### src/rtl/dotp_pkg.sv
// rtl/dotp_pkg.sv - shared types and widths for the dot-product sequencer
//
// Contents:
//   OP_W    operand width fed to the 4-bit sequential multiplier
//   PROD_W  product width returned by the multiplier
//   state_t sequencer FSM states (2-bit)
//   pair_t  buffered operand pair {a, b}
package dotp_pkg;

    localparam int OP_W   = 4;
    localparam int PROD_W = 8;

    typedef enum logic [1:0] {
        S_IDLE  = 2'd0,
        S_ISSUE = 2'd1,
        S_WAIT  = 2'd2,
        S_OUT   = 2'd3
    } state_t;

    typedef struct packed {
        logic [OP_W-1:0] a;
        logic [OP_W-1:0] b;
    } pair_t;

endpackage

### src/rtl/dotp_operand_fifo.sv
// rtl/dotp_operand_fifo.sv - single-clock FIFO of multiplier operand pairs
//
// Ports:
//   i_clk    system clock, rising edge
//   i_rst    asynchronous active-low reset (empties the FIFO)
//   i_push   write request; ignored while o_full
//   i_data   operand pair to write
//   i_pop    read request; ignored while o_empty
//   o_data   head-of-FIFO operand pair (valid while !o_empty)
//   o_full   FIFO holds DEPTH entries
//   o_empty  FIFO holds no entries
//
// DEPTH must be a power of two so the pointers wrap by natural overflow.
// Full/empty come from the registered occupancy count only, so a pop in the
// same cycle never lets a push into a full FIFO.
module dotp_operand_fifo
    import dotp_pkg::*;
#(
    parameter int DEPTH = 4
) (
    input  logic  i_clk,
    input  logic  i_rst,
    input  logic  i_push,
    input  pair_t i_data,
    input  logic  i_pop,
    output pair_t o_data,
    output logic  o_full,
    output logic  o_empty
);

    localparam int PTR_W = $clog2(DEPTH);
    localparam int CNT_W = $clog2(DEPTH + 1);

    pair_t            r_mem [DEPTH];
    logic [PTR_W-1:0] r_wr_ptr;
    logic [PTR_W-1:0] r_rd_ptr;
    logic [CNT_W-1:0] r_count;

    logic w_do_push;
    logic w_do_pop;

    assign o_full    = (r_count == CNT_W'(DEPTH));
    assign o_empty   = (r_count == '0);
    assign w_do_push = i_push && !o_full;
    assign w_do_pop  = i_pop && !o_empty;
    assign o_data    = r_mem[r_rd_ptr];

    always_ff @(posedge i_clk or negedge i_rst) begin
        if (!i_rst) begin
            r_wr_ptr <= '0;
            r_rd_ptr <= '0;
            r_count  <= '0;
        end else begin
            if (w_do_push) begin
                r_wr_ptr <= r_wr_ptr + PTR_W'(1);
            end
            if (w_do_pop) begin
                r_rd_ptr <= r_rd_ptr + PTR_W'(1);
            end
            case ({w_do_push, w_do_pop})
                2'b10:   r_count <= r_count + CNT_W'(1);
                2'b01:   r_count <= r_count - CNT_W'(1);
                default: r_count <= r_count;
            endcase
        end
    end

    // Storage needs no reset: an entry is only read after it has been written.
    always_ff @(posedge i_clk) begin
        if (w_do_push) begin
            r_mem[r_wr_ptr] <= i_data;
        end
    end

endmodule

### src/rtl/dot_product_sequencer.sv
// rtl/dot_product_sequencer.sv - feeds a sequential multiplier and sums N_TERMS products
//
// Optional build macro: DOTP_SATURATE_EN
//   defined   - accumulator clamps at 2^ACC_W-1 until the result is consumed
//   undefined - accumulator wraps modulo 2^ACC_W
//
// Ports:
//   i_clk        system clock, rising edge
//   i_rst        asynchronous active-low reset
//   i_in_valid   operand pair valid
//   o_in_ready   FIFO can accept a pair
//   i_in_a       multiplicand
//   i_in_b       multiplier operand
//   o_mul_ena    one-cycle start pulse to the multiplier
//   o_mul_a      operand A to the multiplier, held until mul_done
//   o_mul_b      operand B to the multiplier, held until mul_done
//   i_mul_y      product from the multiplier
//   i_mul_done   product-valid pulse from the multiplier
//   o_sum        dot-product result (the accumulator)
//   o_sum_valid  result valid
//   i_sum_ready  consumer accepts the result
//   o_busy       low only in S_IDLE with no partial sum in progress
//   o_state      current FSM state (debug)
module dot_product_sequencer
    import dotp_pkg::*;
#(
    parameter int N_TERMS    = 4,
    parameter int ACC_W      = 10,
    parameter int FIFO_DEPTH = 4
) (
    input  logic              i_clk,
    input  logic              i_rst,
    input  logic              i_in_valid,
    output logic              o_in_ready,
    input  logic [OP_W-1:0]   i_in_a,
    input  logic [OP_W-1:0]   i_in_b,
    output logic              o_mul_ena,
    output logic [OP_W-1:0]   o_mul_a,
    output logic [OP_W-1:0]   o_mul_b,
    input  logic [PROD_W-1:0] i_mul_y,
    input  logic              i_mul_done,
    output logic [ACC_W-1:0]  o_sum,
    output logic              o_sum_valid,
    input  logic              i_sum_ready,
    output logic              o_busy,
    output logic [1:0]        o_state
);

    localparam int TERM_W = (N_TERMS > 1) ? $clog2(N_TERMS) : 1;
    localparam logic [TERM_W-1:0] LAST_TERM = TERM_W'(N_TERMS - 1);

    state_t              r_state;
    logic                r_mul_ena;
    logic [OP_W-1:0]     r_mul_a;
    logic [OP_W-1:0]     r_mul_b;
    logic [ACC_W-1:0]    r_acc;
    logic [TERM_W-1:0]   r_term_cnt;
    logic                r_sum_valid;

    pair_t               w_in_pair;
    pair_t               w_head;
    logic                w_fifo_full;
    logic                w_fifo_empty;
    logic                w_push;
    logic                w_pop;
    logic [ACC_W-1:0]    w_acc_next;

    assign w_in_pair.a = i_in_a;
    assign w_in_pair.b = i_in_b;
    assign w_push      = i_in_valid && !w_fifo_full;
    // The head is consumed only when the FSM is ready to start a new term.
    assign w_pop       = (r_state == S_IDLE) && !w_fifo_empty;

    dotp_operand_fifo #(
        .DEPTH (FIFO_DEPTH)
    ) u_fifo (
        .i_clk   (i_clk),
        .i_rst   (i_rst),
        .i_push  (w_push),
        .i_data  (w_in_pair),
        .i_pop   (w_pop),
        .o_data  (w_head),
        .o_full  (w_fifo_full),
        .o_empty (w_fifo_empty)
    );

`ifdef DOTP_SATURATE_EN
    // One extra bit catches the carry; once at the ceiling any further
    // non-negative product carries out again, so the clamp is sticky.
    logic [ACC_W:0] w_acc_wide;
    assign w_acc_wide = {1'b0, r_acc} + (ACC_W + 1)'(i_mul_y);
    assign w_acc_next = w_acc_wide[ACC_W] ? {ACC_W{1'b1}} : w_acc_wide[ACC_W-1:0];
`else
    assign w_acc_next = r_acc + ACC_W'(i_mul_y);
`endif

    always_ff @(posedge i_clk or negedge i_rst) begin
        if (!i_rst) begin
            r_state     <= S_IDLE;
            r_mul_ena   <= 1'b0;
            r_mul_a     <= '0;
            r_mul_b     <= '0;
            r_acc       <= '0;
            r_term_cnt  <= '0;
            r_sum_valid <= 1'b0;
        end else begin
            case (r_state)
                S_IDLE: begin
                    if (!w_fifo_empty) begin
                        r_mul_a   <= w_head.a;
                        r_mul_b   <= w_head.b;
                        r_mul_ena <= 1'b1;
                        r_state   <= S_ISSUE;
                    end
                end
                S_ISSUE: begin
                    r_mul_ena <= 1'b0;
                    r_state   <= S_WAIT;
                end
                S_WAIT: begin
                    // mul_done is only honoured here; pulses in other states are dropped.
                    if (i_mul_done) begin
                        r_acc <= w_acc_next;
                        if (r_term_cnt == LAST_TERM) begin
                            r_sum_valid <= 1'b1;
                            r_state     <= S_OUT;
                        end else begin
                            r_term_cnt <= r_term_cnt + TERM_W'(1);
                            r_state    <= S_IDLE;
                        end
                    end
                end
                S_OUT: begin
                    if (i_sum_ready) begin
                        r_acc       <= '0;
                        r_term_cnt  <= '0;
                        r_sum_valid <= 1'b0;
                        r_state     <= S_IDLE;
                    end
                end
                default: r_state <= S_IDLE;
            endcase
        end
    end

    assign o_in_ready  = !w_fifo_full;
    assign o_mul_ena   = r_mul_ena;
    assign o_mul_a     = r_mul_a;
    assign o_mul_b     = r_mul_b;
    assign o_sum       = r_acc;
    assign o_sum_valid = r_sum_valid;
    assign o_busy      = !((r_state == S_IDLE) && (r_term_cnt == '0));
    assign o_state     = r_state;

endmodule
### config.mk
export PLATFORM = sky130hd
export DESIGN_NAME = dot_product_sequencer
export DESIGN_NICKNAME = d
export VERILOG_FILES = /design/src/rtl/dotp_pkg.sv /design/src/rtl/dotp_operand_fifo.sv /design/src/rtl/dot_product_sequencer.sv
export SDC_FILE = /design/constraint.sdc
export NUM_CORES = 1
export LEC_CHECK = 0
export ABC_AREA = 0
export CAP_MARGIN = 20
export CORE_UTILIZATION = 55
export DETAILED_ROUTE_END_ITERATION = 6
export PLACE_DENSITY_LB_ADDON = 0.15
export SLEW_MARGIN = 20
export SYNTH_ARGS = -nofsm -noshare
export SYNTH_HDL_FRONTEND = slang
export SYNTH_SLANG_ARGS = --single-unit
### constraint.sdc
create_clock -name i_clk -period 6.03 [get_ports i_clk]
set_input_delay 1.206 -clock i_clk [delete_from_list [all_inputs] [get_ports i_clk]]
set_output_delay 1.206 -clock i_clk [all_outputs]
set_load 0.02 [all_outputs]
# Yosys cells after proc, flatten, opt, wreduce, memory -nomap -nowiden
# Memory sizes are Yosys's and may differ from the RTL's. A register that Yosys moved wholly into a read port is not among the register bits.
# Cells that the tools add are included.
dict set report classes {
  add_sub_neg 6
  multipliers 0
  div_mod_pow 0
  n_lt_le_gt_ge 0
  eq_ne 12
  shift 0
  mux 20
  bitwise 1
  reduce_logical 21
}
# operator count
set ops {}
lappend ops {{two-way mux 10 bit} 2}
lappend ops {{one-hot mux 10 bit (2 select lines)} 1}
lappend ops {{two-way mux 2 bit} 6}
lappend ops {{adder 10 x 8 -> 10 bit} 1}
lappend ops {{!= test 2 bit (second input constant)} 5}
lappend ops {{== test 2 bit (second input constant)} 4}
lappend ops {{one-hot mux 2 bit (4 select lines)} 1}
lappend ops {{AND reduction 4 bit} 2}
lappend ops {{adder 2 x 1 -> 2 bit (second input constant)} 3}
lappend ops {{two-way mux 1 bit} 6}
lappend ops {{one-hot mux 3 bit (2 select lines)} 1}
lappend ops {{AND reduction 3 bit} 2}
lappend ops {{nonzero test 2 bit} 3}
lappend ops {{logical AND 1 bit} 5}
lappend ops {{== test 2 x 1 -> 1 bit (second input constant)} 2}
lappend ops {{zero test 1 bit} 4}
lappend ops {{zero test 2 bit} 2}
lappend ops {{one-hot mux 1 bit (2 select lines)} 2}
lappend ops {{one-hot mux 2 bit (2 select lines)} 1}
lappend ops {{AND reduction 2 bit} 2}
lappend ops {{adder 3 x 1 -> 3 bit (second input constant)} 1}
lappend ops {{== test 3 bit (second input constant)} 1}
lappend ops {{zero test 3 bit} 1}
lappend ops {{subtractor 3 x 1 -> 3 bit (second input constant)} 1}
lappend ops {{inverter 1 bit} 1}
dict set report totals {
  register_bits 23
  latchBits 0
  ramBits 32
  romBits 0
  output_inout_bits 24
  word_cells 69
  n_memories 1
}
# name depth width rd rd_ports_with_merged_regs write_ports line
set mem_list {}
lappend mem_list {u_fifo.r_mem 4 8 1 1 1 dotp_operand_fifo.sv:34} ;# pair_t r_mem [DEPTH];

# Logic depth before layout (Yosys ltp)
dict set report logic_depth {
  word_depth 6
  mapped_depth 10
}

# Modules after synthesis
# Synthesis repeated with hierarchy kept, for this count alone.
dict set report hier_totals {
  cells_unflattened 217
  area_unflattened_um2 2990.4
}
# mod instances cells_per_inst area_each_um2 seq_area_each_um2
set by_module_without_submodules {}
lappend by_module_without_submodules {dotp_operand_fifo 1 80 1584.0 1136.1}
lappend by_module_without_submodules {dot_product_sequencer 1 137 1406.3 600.6}

# Worst setup path before layout
# OpenSTA, ideal clock, no wires.
dict set report synth_path {
  path_type {input to register}
  startpoint {in i_mul_y[0]}
  endpoint {reg r_acc[6], in the netlist o_sum[6]}
  arrival_time_ns 2.578
  setup_slack_ns 3.330
  cell_stages 8
  path_buffers 0
  cell_sequence {ha_1 inv_1 fa_1 nor2b_4 o31ai_2 a21boi_1 or3_1 a32o_1}
}
dict set report synth_between {
  elab_chain_len 3
}
# item line
set synth_lines {}
lappend synth_lines {{start: declaration} dot_product_sequencer.sv:40} ;# input logic [PROD_W-1:0] i_mul_y,
lappend synth_lines {{adder 10 x 8 -> 10 bit} dot_product_sequencer.sv:94} ;# assign w_acc_next = r_acc + ACC_W'(i_mul_y);
lappend synth_lines {{two-way mux 10 bit} dot_product_sequencer.sv:122} ;# if (i_mul_done) begin
lappend synth_lines {{one-hot mux 10 bit (2 select lines)} dot_product_sequencer.sv:107} ;# case (r_state)
lappend synth_lines {{end signal: assignment} dot_product_sequencer.sv:123} ;# r_acc <= w_acc_next;
lappend synth_lines {{end: declaration} dot_product_sequencer.sv:56} ;# logic [ACC_W-1:0] r_acc;
# No other way between the ends. The select of a mux whose other input is x is not followed.
# A chain may end at the register's enable or synchronous reset.

# Worst setup path after layout
dict set report layout_path {
  startpoint {reg r_state[0], in the netlist o_state[0]}
  endpoint {out o_busy}
}
dict set report layout_between {
  elab_chain_len 3
}
# item line
set layout_lines {}
lappend layout_lines {{start: declaration} dot_product_sequencer.sv:52} ;# state_t r_state;
lappend layout_lines {{start signal: assignment} dot_product_sequencer.sv:99} ;# r_state <= S_IDLE;
lappend layout_lines {{start signal: assignment} dot_product_sequencer.sv:113} ;# r_state <= S_ISSUE;
lappend layout_lines {{start signal: assignment} dot_product_sequencer.sv:118} ;# r_state <= S_WAIT;
lappend layout_lines {{zero test 2 bit} dot_product_sequencer.sv:152} ;# assign o_busy = !((r_state == S_IDLE) && (r_term_cnt == '0));
lappend layout_lines {{logical AND 1 bit} dot_product_sequencer.sv:152}
lappend layout_lines {{zero test 1 bit} dot_product_sequencer.sv:152}
lappend layout_lines {{end: declaration} dot_product_sequencer.sv:45} ;# output logic o_busy,
# No other way between the ends.

==> metrics.cfg <==
[floorplanning]
dieArea_um2 = 5670
core.rowCount = 26
die_h_um = 75.3
core_area_um2 = 5140
dieWidth_um = 75.3
start_util_pct = 57.4
io_pins = 45

[global_routing]
grt_pass1_vias = 1863
grt_overflow_total = 0
grt_pass1_wl_mm = 8.54
track_usage_pct = 21.3
grt_antenna_before_repair = 0
grt_max_degree = 32

[logic_synthesis]
avgSynthCellArea_um2 = 12.8
netlist_area_um2 = 2950
synthTopCellsByArea = edfxtp_1 (33%), dfrtp_1 (26%), ha_1 (6.4%)
netlist-cell-type-count = 47
synth-seq-cells = 63
yosys_warnings = 0
synthCells = 230
yosysSeqAreaShare_pct = 58.8
synth-main-ff-cell = edfxtp_1
async_flop_share_pct = 49.2
synth_top_area_share_pct = 32.5
synth_nets = 268
yosysMostFrequentCell = nand2_1
yosys-top-cells-count = nand2_1 (40), edfxtp_1 (32), dfrtp_1 (31)
synth_edf_count = 32
yosysTopAreaCell = edfxtp_1

[clock_network]
clock-sinks = 63
cts_max_path_buffers = 2
clkTransAtPathRegs_ps = 70
cts_resized = 0
h-tree-depth = 3
postCtsHoldBufs = 0
clkLatencyLatePin_ps = 330
cts_tree = built
cts_root_buffer = clkbuf_8
post-cts-setup-buffer-count = 0
cts_buffers = 9

[finish]
n_antenna_cell = 0
layout-drive-gt1-share_pct = 12.0
nNetsFinal = 316
areaGrowthSynthToFinish_pct = 24.2

[worst_setup_path]
critPathCaptureType = primary output
start_kind = register
setup.worst_path.start = o_state[0]
critPathKind = reg -> out
crit_end = o_busy
arrival_ps = 1700
worstPathMaxFanout = 12
required_ps = 4820
reg2reg_to = u_fifo.r_count[2]
timing.rr.start = o_state[0]
r2r_setup_slack_ps = 3500
rr_worst_depth = 9

[route]
drt_iter0_markers = 94
first_pass_iters = 4
final_antenna_net_count = 0
wl_met1_mm = 2.33
maxUsedRoutingLayer = met4
dr_wl_met2_mm = 2.59
viasPerCell = 5.38
wl_met3_um = 203
drc = 0
routed-via-count = 1900
wl_per_cell_um = 14.7
wl_mm = 5.20

[timing]
final_hold_viol_count = 0
fin_crit_sh_pct = 48.2
period_needed_ps = 2910
fmax_mhz = 344
final.setup.tns_ps = 0
finClkSkew_ps = 7.36
slew_headroom_pct = 43.2
rsz0062_at_grt = false
worstMarginPinSlew_ps = 850
slew_viol_final = 0
finalSetupViolations = 0

[outcome]
outcome = finished, final reports clean

[place]
gp_congestion = 0.787
hpwl_mm = 3.64
io_buffer_count = 44

[power_and_ir_drop]
p_leak_nw = 1.52
power_density_nw_per_um2 = 522
ir_worst_vdd_mv = 0.324
design_power_total_mw = 1.92

[min_path]
hold_depth = 2
hold_start = o_mul_a[3]
hp-class = reg -> reg

[run]
maxCapViolCount = 0

==> power breakdown <==
| group | total [mW] | switching (mW) | internal (mW) | leakage (nW) |
|---|---|---|---|---|
| Sequential | 0.724 | 0.122 | 0.602 | 0.674 |
| Combinational | 0.792 | 0.412 | 0.381 | 0.736 |
| Clock | 0.399 | 0.157 | 0.242 | 0.114 |
==> cell usage in the layout (no fill, tap or decap), drive strengths merged, types with 2 or more instances in the layout <==
cell and instances:
bufinv 2, clkbuf 10, nor2 7, nand2b 2, fa 2, a21oi 5
edfxtp 32, a22o 2, ha 15, clkinv 3, nor3 4, a32o 2
mux4 8, nand2 40, o31ai 2, xnor2 5, and2 2, a21boi 2
xor2 4, and3 7, clkdlybuf4s50 44, dfrtp 31, nor2b 4, o21a 2
o21ai 14, inv 16
==> sequential cells by signal, indices dropped and copies added (netlist names) <==
register / count
o_mul_a: 4
o_mul_b: 4
o_mul_ena: 1
o_state: 2
o_sum: 10
o_sum_valid: 1
r_term_cnt: 2
u_fifo.r_count: 3
u_fifo.r_mem: 32
u_fifo.r_rd_ptr: 2
u_fifo.r_wr_ptr: 2
==> layer usage <==
metal	GRT usage [%]	vias up
met2	36.9	52
met3	4.42	7
met1	25.9	918
met5	0	-
met4	9.88	0
li1	-	923
==> kinds of logic (layout without fill, tap and decap cells) <==
group,after synthesis,in the layout,synth area share (%)
adders and majority gates,17,17,7.71
xor gates and xnor gates,9,9,2.67
AOI/OAI and AO/OA,36,36,8.81
and+or+nand+nor,74,74,12.6
buffers and inverters,23,76,3.30
DFF,63,63,58.8
muxes,8,8,6.10
==> worst min path at each step <==
stage                             end  slack (ps)
floorplan           u_fifo.r_count[2]         460
global placement           o_mul_b[2]         460
detailed placement         o_mul_b[0]         460
CTS                        o_mul_b[0]         480
global route               o_mul_a[3]         500
finish                     o_mul_a[3]         480
==> area by class of cell <==
type                    count  area (um^2)
repair buffers             45          448
clock inverters             6         82.6
multi-input cells         144         1120
clock buffers              10          138
inverters                  15         56.3
well taps                  70         87.6
flip-flops and latches     63         1740
fillers                   412         1470
==> per-stage QoR <==
step	util (%)	hold WS [ps]	cells	instance area [um^2]	worst slack (ps)
2_1_floorplan	-	464	230	2950	3330
3_3_place_gp	67.1	459	337	3450	2810
3_5_place_dp	67.1	463	337	3450	2790
4_1_cts	71.3	480	353	3670	3130
5_1_grt	71.3	497	353	3670	3040
6_report	71.3	476	353	3670	3120
==> critical path, cell delays in order, from the launching register on <==
cell and delay (ps):
dfrtp_1 560, nor2_1 130, nand2_1 90, clkdlybuf4s50_1 590
Power figures use the tool's default switching activity.
